==> src/rtl/score_pulse_if.sv <==
// Signal bundle between the prize-chute sensor side and the score counter.
// The slave modport is the score_pulse_sender side.
interface score_pulse_if #(
  parameter int MAX_PENDING = 7,
  parameter int PEND_W      = $clog2(MAX_PENDING + 1)
);
  logic              prize_sensor;
  logic              game_active;
  logic              increment_score;
  logic [PEND_W-1:0] pending;
  logic              overflow;
  logic              busy;

  modport master (
    output prize_sensor,
    output game_active,
    input  increment_score,
    input  pending,
    input  overflow,
    input  busy
  );

  modport slave (
    input  prize_sensor,
    input  game_active,
    output increment_score,
    output pending,
    output overflow,
    output busy
  );
endinterface

==> src/rtl/score_pulse_sender.sv <==
// Turns prize-chute hits into spaced increment_score pulses, queuing up to MAX_PENDING hits.
// Define SENDER_DEBOUNCE_EN to put a DEBOUNCE_CYCLES-long debouncer on the synced sensor.
module score_pulse_sender #(
  parameter int PULSE_CYCLES    = 16,
  parameter int GAP_CYCLES      = 16,
  parameter int MAX_PENDING     = 7,
  parameter int DEBOUNCE_CYCLES = 100000
) (
  input  logic         clock,
  input  logic         reset,
  score_pulse_if.slave bus
);

  localparam int PEND_W  = $clog2(MAX_PENDING + 1);
  localparam int PG_MAX  = (PULSE_CYCLES > GAP_CYCLES) ? PULSE_CYCLES : GAP_CYCLES;
  localparam int CNT_MAX = (PG_MAX > DEBOUNCE_CYCLES) ? PG_MAX : DEBOUNCE_CYCLES;
  localparam int CNT_W   = $clog2(CNT_MAX);

  localparam logic [CNT_W-1:0]  PULSE_LAST = CNT_W'(PULSE_CYCLES - 1);
  localparam logic [CNT_W-1:0]  GAP_LAST   = CNT_W'(GAP_CYCLES - 1);
  localparam logic [PEND_W-1:0] PEND_FULL  = PEND_W'(MAX_PENDING);

  typedef enum logic [1:0] {
    IDLE       = 2'd0,
    PULSE_HIGH = 2'd1,
    GAP        = 2'd2
  } state_t;

  // Input synchronisers
  logic [1:0] sensor_sync;
  logic [1:0] active_sync;
  logic       sensor_s;
  logic       act_s;

  // NOTE: every clocked process uses non-blocking assignments so all flops
  // sample the pre-edge values; blocking here would collapse the sync chain.
  always_ff @(posedge clock) begin
    if (!reset) begin
      sensor_sync <= '0;
      active_sync <= '0;
    end else begin
      sensor_sync <= {sensor_sync[0], bus.prize_sensor};
      active_sync <= {active_sync[0], bus.game_active};
    end
  end

  assign sensor_s = sensor_sync[1];
  assign act_s    = active_sync[1];

  // Accepted sensor level: either debounced or a one-cycle registered copy
  logic sensor_level;

`ifdef SENDER_DEBOUNCE_EN
  localparam logic [CNT_W-1:0] DEB_LAST = CNT_W'(DEBOUNCE_CYCLES - 1);

  logic [CNT_W-1:0] deb_cnt;

  // The level flips only after the synced input disagrees with it for
  // DEBOUNCE_CYCLES consecutive cycles; any return to the old level restarts.
  always_ff @(posedge clock) begin
    if (!reset) begin
      sensor_level <= 1'b0;
      deb_cnt      <= '0;
    end else if (sensor_s == sensor_level) begin
      deb_cnt <= '0;
    end else if (deb_cnt == DEB_LAST) begin
      sensor_level <= sensor_s;
      deb_cnt      <= '0;
    end else begin
      deb_cnt <= deb_cnt + CNT_W'(1);
    end
  end
`else
  always_ff @(posedge clock) begin
    if (!reset) begin
      sensor_level <= 1'b0;
    end else begin
      sensor_level <= sensor_s;
    end
  end
`endif

  // Rising-edge detect on the accepted level
  logic sensor_prev;
  logic hit;

  always_ff @(posedge clock) begin
    if (!reset) begin
      sensor_prev <= 1'b0;
    end else begin
      sensor_prev <= sensor_level;
    end
  end

  assign hit = sensor_level & ~sensor_prev & act_s;

  // Pulse FSM and queue state
  state_t            state_q, state_d;
  logic [CNT_W-1:0]  cnt_q, cnt_d;
  logic              inc_q, inc_d;
  logic [PEND_W-1:0] pending_q, pending_d;
  logic              overflow_q, overflow_d;
  logic              launch;

  always_ff @(posedge clock) begin
    if (!reset) begin
      state_q    <= IDLE;
      cnt_q      <= '0;
      inc_q      <= 1'b0;
      pending_q  <= '0;
      overflow_q <= 1'b0;
    end else begin
      state_q    <= state_d;
      cnt_q      <= cnt_d;
      inc_q      <= inc_d;
      pending_q  <= pending_d;
      overflow_q <= overflow_d;
    end
  end

  // NOTE: each combinational output is given a default before the case so
  // no path leaves it unassigned and no latch is inferred.
  always_comb begin
    state_d = state_q;
    cnt_d   = cnt_q;
    inc_d   = inc_q;
    launch  = 1'b0;
    unique case (state_q)
      IDLE: begin
        inc_d = 1'b0;
        if (act_s && (pending_q != '0)) begin
          launch  = 1'b1;
          state_d = PULSE_HIGH;
          inc_d   = 1'b1;
          cnt_d   = '0;
        end
      end
      PULSE_HIGH: begin
        // Losing game_active cuts the pulse short but still enforces a full gap
        if (!act_s || (cnt_q == PULSE_LAST)) begin
          state_d = GAP;
          inc_d   = 1'b0;
          cnt_d   = '0;
        end else begin
          cnt_d = cnt_q + CNT_W'(1);
        end
      end
      GAP: begin
        inc_d = 1'b0;
        if (cnt_q == GAP_LAST) begin
          state_d = IDLE;
          cnt_d   = '0;
        end else begin
          cnt_d = cnt_q + CNT_W'(1);
        end
      end
      default: begin
        state_d = IDLE;
        inc_d   = 1'b0;
        cnt_d   = '0;
      end
    endcase
  end

  // A hit coinciding with a launch replaces the launched entry, so it can
  // never overflow even when the queue is full.
  always_comb begin
    pending_d  = pending_q;
    overflow_d = overflow_q;
    if (!act_s) begin
      pending_d = '0;
    end else if (hit && !launch) begin
      if (pending_q == PEND_FULL) begin
        overflow_d = 1'b1;
      end else begin
        pending_d = pending_q + PEND_W'(1);
      end
    end else if (launch && !hit) begin
      pending_d = pending_q - PEND_W'(1);
    end
  end

  assign bus.increment_score = inc_q;
  assign bus.pending         = pending_q;
  assign bus.overflow        = overflow_q;
  assign bus.busy            = (state_q != IDLE) || (pending_q != '0);

endmodule

==> src/flat_wrapper.sv <==
// flat-port wrapper written by rule: the top's interface ports become plain ports
module score_pulse_sender_flat 
#(
  parameter int PULSE_CYCLES    = 16,
  parameter int GAP_CYCLES      = 16,
  parameter int MAX_PENDING     = 7,
  parameter int DEBOUNCE_CYCLES = 100000
)
  (clock, reset, bus_prize_sensor, bus_game_active, bus_increment_score, bus_pending, bus_overflow, bus_busy);
  score_pulse_if #(.MAX_PENDING(MAX_PENDING)) bus_i ();
  input  logic clock;
  input  logic reset;
  input wire logic [$bits(bus_i.prize_sensor)-1:0] bus_prize_sensor;
  input wire logic [$bits(bus_i.game_active)-1:0] bus_game_active;
  output wire logic [$bits(bus_i.increment_score)-1:0] bus_increment_score;
  output wire logic [$bits(bus_i.pending)-1:0] bus_pending;
  output wire logic [$bits(bus_i.overflow)-1:0] bus_overflow;
  output wire logic [$bits(bus_i.busy)-1:0] bus_busy;
  assign bus_i.prize_sensor = bus_prize_sensor;
  assign bus_i.game_active = bus_game_active;
  assign bus_increment_score = bus_i.increment_score;
  assign bus_pending = bus_i.pending;
  assign bus_overflow = bus_i.overflow;
  assign bus_busy = bus_i.busy;
  score_pulse_sender #(.PULSE_CYCLES(PULSE_CYCLES), .GAP_CYCLES(GAP_CYCLES), .MAX_PENDING(MAX_PENDING), .DEBOUNCE_CYCLES(DEBOUNCE_CYCLES)) u_core (.clock(clock), .reset(reset), .bus(bus_i));
endmodule
==> config.mk <==
export PLATFORM = sky130hd
export DESIGN_NAME = score_pulse_sender_flat
export DESIGN_NICKNAME = d
export VERILOG_FILES = /design/src/rtl/score_pulse_if.sv /design/src/rtl/score_pulse_sender.sv /design/src/flat_wrapper.sv
export SDC_FILE = /design/constraint.sdc
export NUM_CORES = 1
export LEC_CHECK = 0
export CORE_ASPECT_RATIO = 2
export CORE_MARGIN = 2
export CORE_UTILIZATION = 40
export DETAILED_ROUTE_END_ITERATION = 10
export GPL_ROUTABILITY_DRIVEN = 0
export SYNTH_ARGS = -nofsm -noshare
export SYNTH_HDL_FRONTEND = slang
export SYNTH_SLANG_ARGS = --single-unit
==> constraint.sdc <==
create_clock -name clock -period 4.4 [get_ports clock]
set_input_delay 0.66 -clock clock [delete_from_list [all_inputs] [get_ports clock]]
set_output_delay 0.66 -clock clock [all_outputs]
set_load 0.02 [all_outputs]
==> key figures <==
Clock network
  • Number of gates given a new drive strength after cts: 0
  • Quantity of hold-fixing buffers added after cts: 0
  • Post-CTS Setup Inserts: 0
  • TritonCTS clock tree: done
  • Number of clock buffers inserted by TritonCTS: 5
  • CTS max path bufs: 2
  • Buffer cell driving the clock tree root: sky130_fd_sc_hd__clkbuf_8
  • Clock sink count: 30
  • Reg clk slew, reported paths: 0.07 ns
  • Insertion delay to the later sink of the worst-skew pair: 0.29 ns
  • Max H-tree Level: 2

Hold path
  • Worst hold-check path type: reg2reg

Route
  • Highest Signal Layer: met4
  • Total Routed Length: 3920 um
  • Vias per cell: 6.01
  • Routed met1 length: 1480 um
  • Drt initial violations: 32
  • Routed wirelength normalized by instance count: 15.9 um
  • Total iterations of the first detailed-routing run: 4
  • Wire length on met3: 124 um
  • Via count: 1478
  • Met2 wire len: 2190 um
  • DRC Markers: 0
  • Post-route antenna net violation count: 0

STA
  • Worst max-slew margin expressed relative to the limit: 0.566
  • Minimum clock period after layout: 2.48 ns
  • Max Clk Rate: 404 MHz
  • Worst hold margin: 0.443 ns
  • Endpoints failing setup: 0
  • Final count of pins violating max slew: 0
  • Slack of the critical path: 1.92 ns
  • RSZ-0062 raised after global routing: false
  • Sum of negative setup slack: 0 ns
  • Final-report hold violation count: 0
  • Final period utilization: 0.563
  • Clock Skews: 0.00851 ns
  • Worst-Margin Slew: 0.650 ns

Synthesis
  • Top cell type by total area after synthesis: sky130_fd_sc_hd__dfxtp_1
  • Synthesized flop and latch total: 30
  • Synth Net Count: 197
  • Average size of a mapped cell: 8.94 um2
  • EDFF count, synth: 0
  • Ranking of synthesized cells by area: sky130_fd_sc_hd__dfxtp_1 36%, sky130_fd_sc_hd__nand4_1 6.0%, sky130_fd_sc_hd__a211oi_1 4.5%
  • Warning count from the yosys run: 0
  • Cell area after synthesis: 1670 um2
  • Top cell type's share of synthesized area: 0.359
  • Distinct cells, synth: 50
  • Gate Count Post-Synth: 187
  • Post-synthesis async set-or-reset flop share: 0
  • Portion of the post-synthesis area used by sequential elements: 0.359
  • Post-synth top flop: sky130_fd_sc_hd__dfxtp_1

Floorplanning
  • DIE WIDTH: 49.7 um
  • Rows: 33
  • Top-level I/O count: 10
  • Core outline area: 4050 um2
  • Area enclosed by the die boundary: 4740 um2
  • Initial cell density of the core: 0.413
  • Height of the die: 95.4 um

Pwr
  • Power density over cell area: 284 nW/um2
  • Static leakage power: 0.000568 uW
  • IR Drop Worst-Case VDD: 233 uV
  • Total Power Consumption: 523 uW

Worst setup path
  • Series of cell instances along the critical path: ha_1, and4b_1, nand4_1, a21oi_1, a211oi_1
  • Kind of end point of the critical path: flip-flop
  • Crit Path Category: reg2reg
  • Data arrival time of the critical path: 2.61 ns
  • Register-to-Register Setup Slack: 1.92 ns
  • Cell with the largest stage delay on the worst path: sky130_fd_sc_hd__a21oi_1
  • Crit-path max FO: 15
  • CP Data Required Time: 4.53 ns
  • Crit path launch type: flip-flop
  • Delay contributed by the slowest stage of the critical path: 0.75 ns

Layout
  • Final standard cell count with taps included and fillers excluded: 246
  • FF/Latch Area: 601 um2
  • Area of combinational cells with multiple inputs: 967 um2
  • Number of nets in the layout: 203
  • Fraction of layout cells with a size suffix above 1: 0.0825
  • Number of inserted diodes: 0
  • Filler cell count: 443
  • Synth-to-Final Area Change: 10.1%

Global routing
  • Global-route wire length before repair: 6600 um
  • Gr ovfl total: 0
  • Largest net degree at the start of global routing: 19
  • Antenna violations before repair: 0
  • Via count of the first global-routing pass: 1441
  • Aggregate global-route resource usage: 0.184

Outcome
  • Run status: completed

Placement
  • DPL Wire Length: 2880 um
  • Post-Place Setup Slack: 1.91 ns
  • Instance count after placement with tap cells included: 238
  • Port Buffers: 9

Run
  • Count of maximum capacitance violations: 0
## cell type report
type,instances,share of cell area
inverter,6,0.0122
tap,52,0.0354
timing repair buffer,9,0.0489
clock buffer,6,0.0449
multi-input combinational,141,0.525
sequential,30,0.326
clock inverter,2,0.00680
## state kept, by name (all words and copies together), names as in the netlist
| signal | cells |
|---|---|
| u_core.cnt_q | 17 |
| u_core.bus.pending | 3 |
| u_core.active_sync | 2 |
| u_core.sensor_sync | 2 |
| u_core.state_q | 2 |
| u_core.bus.increment_score | 1 |
| u_core.bus.overflow | 1 |
| u_core.sensor_level | 1 |
| u_core.sensor_prev | 1 |
## power breakdown
| group | leakage (uW) | total (uW) | internal (uW) | switching [uW] |
|---|---|---|---|---|
| sequential | 0.000243 | 275 | 274 | 1.73 |
| clock | 0.0000472 | 235 | 126 | 109 |
| combinational | 0.000278 | 12.9 | 4.99 | 7.89 |
## routing by layer
layer	vias up	track usage
li1	729	-
met1	701	0.180
met2	37	0.346
met3	11	0.0313
met4	0	0.118
met5	-	0
## critical path: cells and delay by family (launching register included)
family                   cells  cell delay, ns
flip-flops                   1            0.44
AND/OR/NAND/NOR              2            0.75
adder cells (fa/ha/maj)      1            0.28
AO/OA/AOI/OAI                2            0.84
## metrics by stage
step / area [um2] / util
CTS: 1840 / 0.455
finish: 1840 / 0.455
floorplan: 1670 / -
global route: 1840 / 0.455
detailed placement: 1750 / 0.431
global placement: 1750 / 0.431
## placed cells by master (no fill, tap or decap), types with 2 or more instances in the layout
master	n
sky130_fd_sc_hd__dfxtp_1	30
sky130_fd_sc_hd__nand2_1	19
sky130_fd_sc_hd__nand4_1	16
sky130_fd_sc_hd__a211oi_1	10
sky130_fd_sc_hd__clkdlybuf4s50_1	9
sky130_fd_sc_hd__a21oi_1	8
sky130_fd_sc_hd__nand3_1	7
sky130_fd_sc_hd__o21ai_0	7
sky130_fd_sc_hd__nor3_1	6
sky130_fd_sc_hd__and2_1	6
sky130_fd_sc_hd__clkbuf_8	6
sky130_fd_sc_hd__inv_1	5
sky130_fd_sc_hd__a31oi_1	5
sky130_fd_sc_hd__ha_1	5
sky130_fd_sc_hd__nor2_1	4
sky130_fd_sc_hd__o31ai_1	4
sky130_fd_sc_hd__nor4_1	3
sky130_fd_sc_hd__and4_1	3
sky130_fd_sc_hd__nor3b_1	3
sky130_fd_sc_hd__or4_1	3
sky130_fd_sc_hd__nor2b_1	2
sky130_fd_sc_hd__and3_1	2
sky130_fd_sc_hd__and2_2	2
sky130_fd_sc_hd__nand4b_1	2
sky130_fd_sc_hd__or3b_1	2
sky130_fd_sc_hd__mux2i_1	2
sky130_fd_sc_hd__a31o_2	2
## kinds of logic after synthesis
logic type                 after synthesis  synth area share
adders and majority gates                6            0.0494
AOI/OAI and AO/OA                       46             0.201
muxes                                    2            0.0120
DFF                                     30             0.359
buffers and inverters                   16            0.0621
and+or+nand+nor                         86             0.311
xor gates and xnor gates                 1           0.00524
## path summary, 6_finish.rpt
kind / startpoint / to / cells past startpoint
worst min register to register: u_core.sensor_sync[1] / u_core.sensor_level / 1
worst min-delay path: u_core.sensor_sync[1] / u_core.sensor_level / 1
worst max-delay path: u_core.cnt_q[0] / u_core.cnt_q[9] / 5
worst max register to register: u_core.cnt_q[0] / u_core.cnt_q[9] / 5
## synth_stat cells, types with 2 or more instances
master / instances
sky130_fd_sc_hd__o21ai_0: 7
sky130_fd_sc_hd__nor2b_1: 2
sky130_fd_sc_hd__or4_1: 3
sky130_fd_sc_hd__or3b_1: 2
sky130_fd_sc_hd__ha_1: 5
sky130_fd_sc_hd__o31ai_1: 4
sky130_fd_sc_hd__and2_1: 6
sky130_fd_sc_hd__nand3_1: 7
sky130_fd_sc_hd__nand2_1: 19
sky130_fd_sc_hd__a31o_2: 2
sky130_fd_sc_hd__and2_2: 2
sky130_fd_sc_hd__and4_1: 3
sky130_fd_sc_hd__nor3_1: 6
sky130_fd_sc_hd__nor2_1: 4
sky130_fd_sc_hd__inv_1: 5
sky130_fd_sc_hd__a21oi_1: 8
sky130_fd_sc_hd__clkbuf_1: 5
sky130_fd_sc_hd__nand4b_1: 2
sky130_fd_sc_hd__nor4_1: 3
sky130_fd_sc_hd__a31oi_1: 5
sky130_fd_sc_hd__nor3b_1: 3
sky130_fd_sc_hd__dfxtp_1: 30
sky130_fd_sc_hd__a211oi_1: 10
sky130_fd_sc_hd__and3_1: 2
sky130_fd_sc_hd__nand4_1: 16
sky130_fd_sc_hd__mux2i_1: 2
Power figures use the tool's default switching activity.
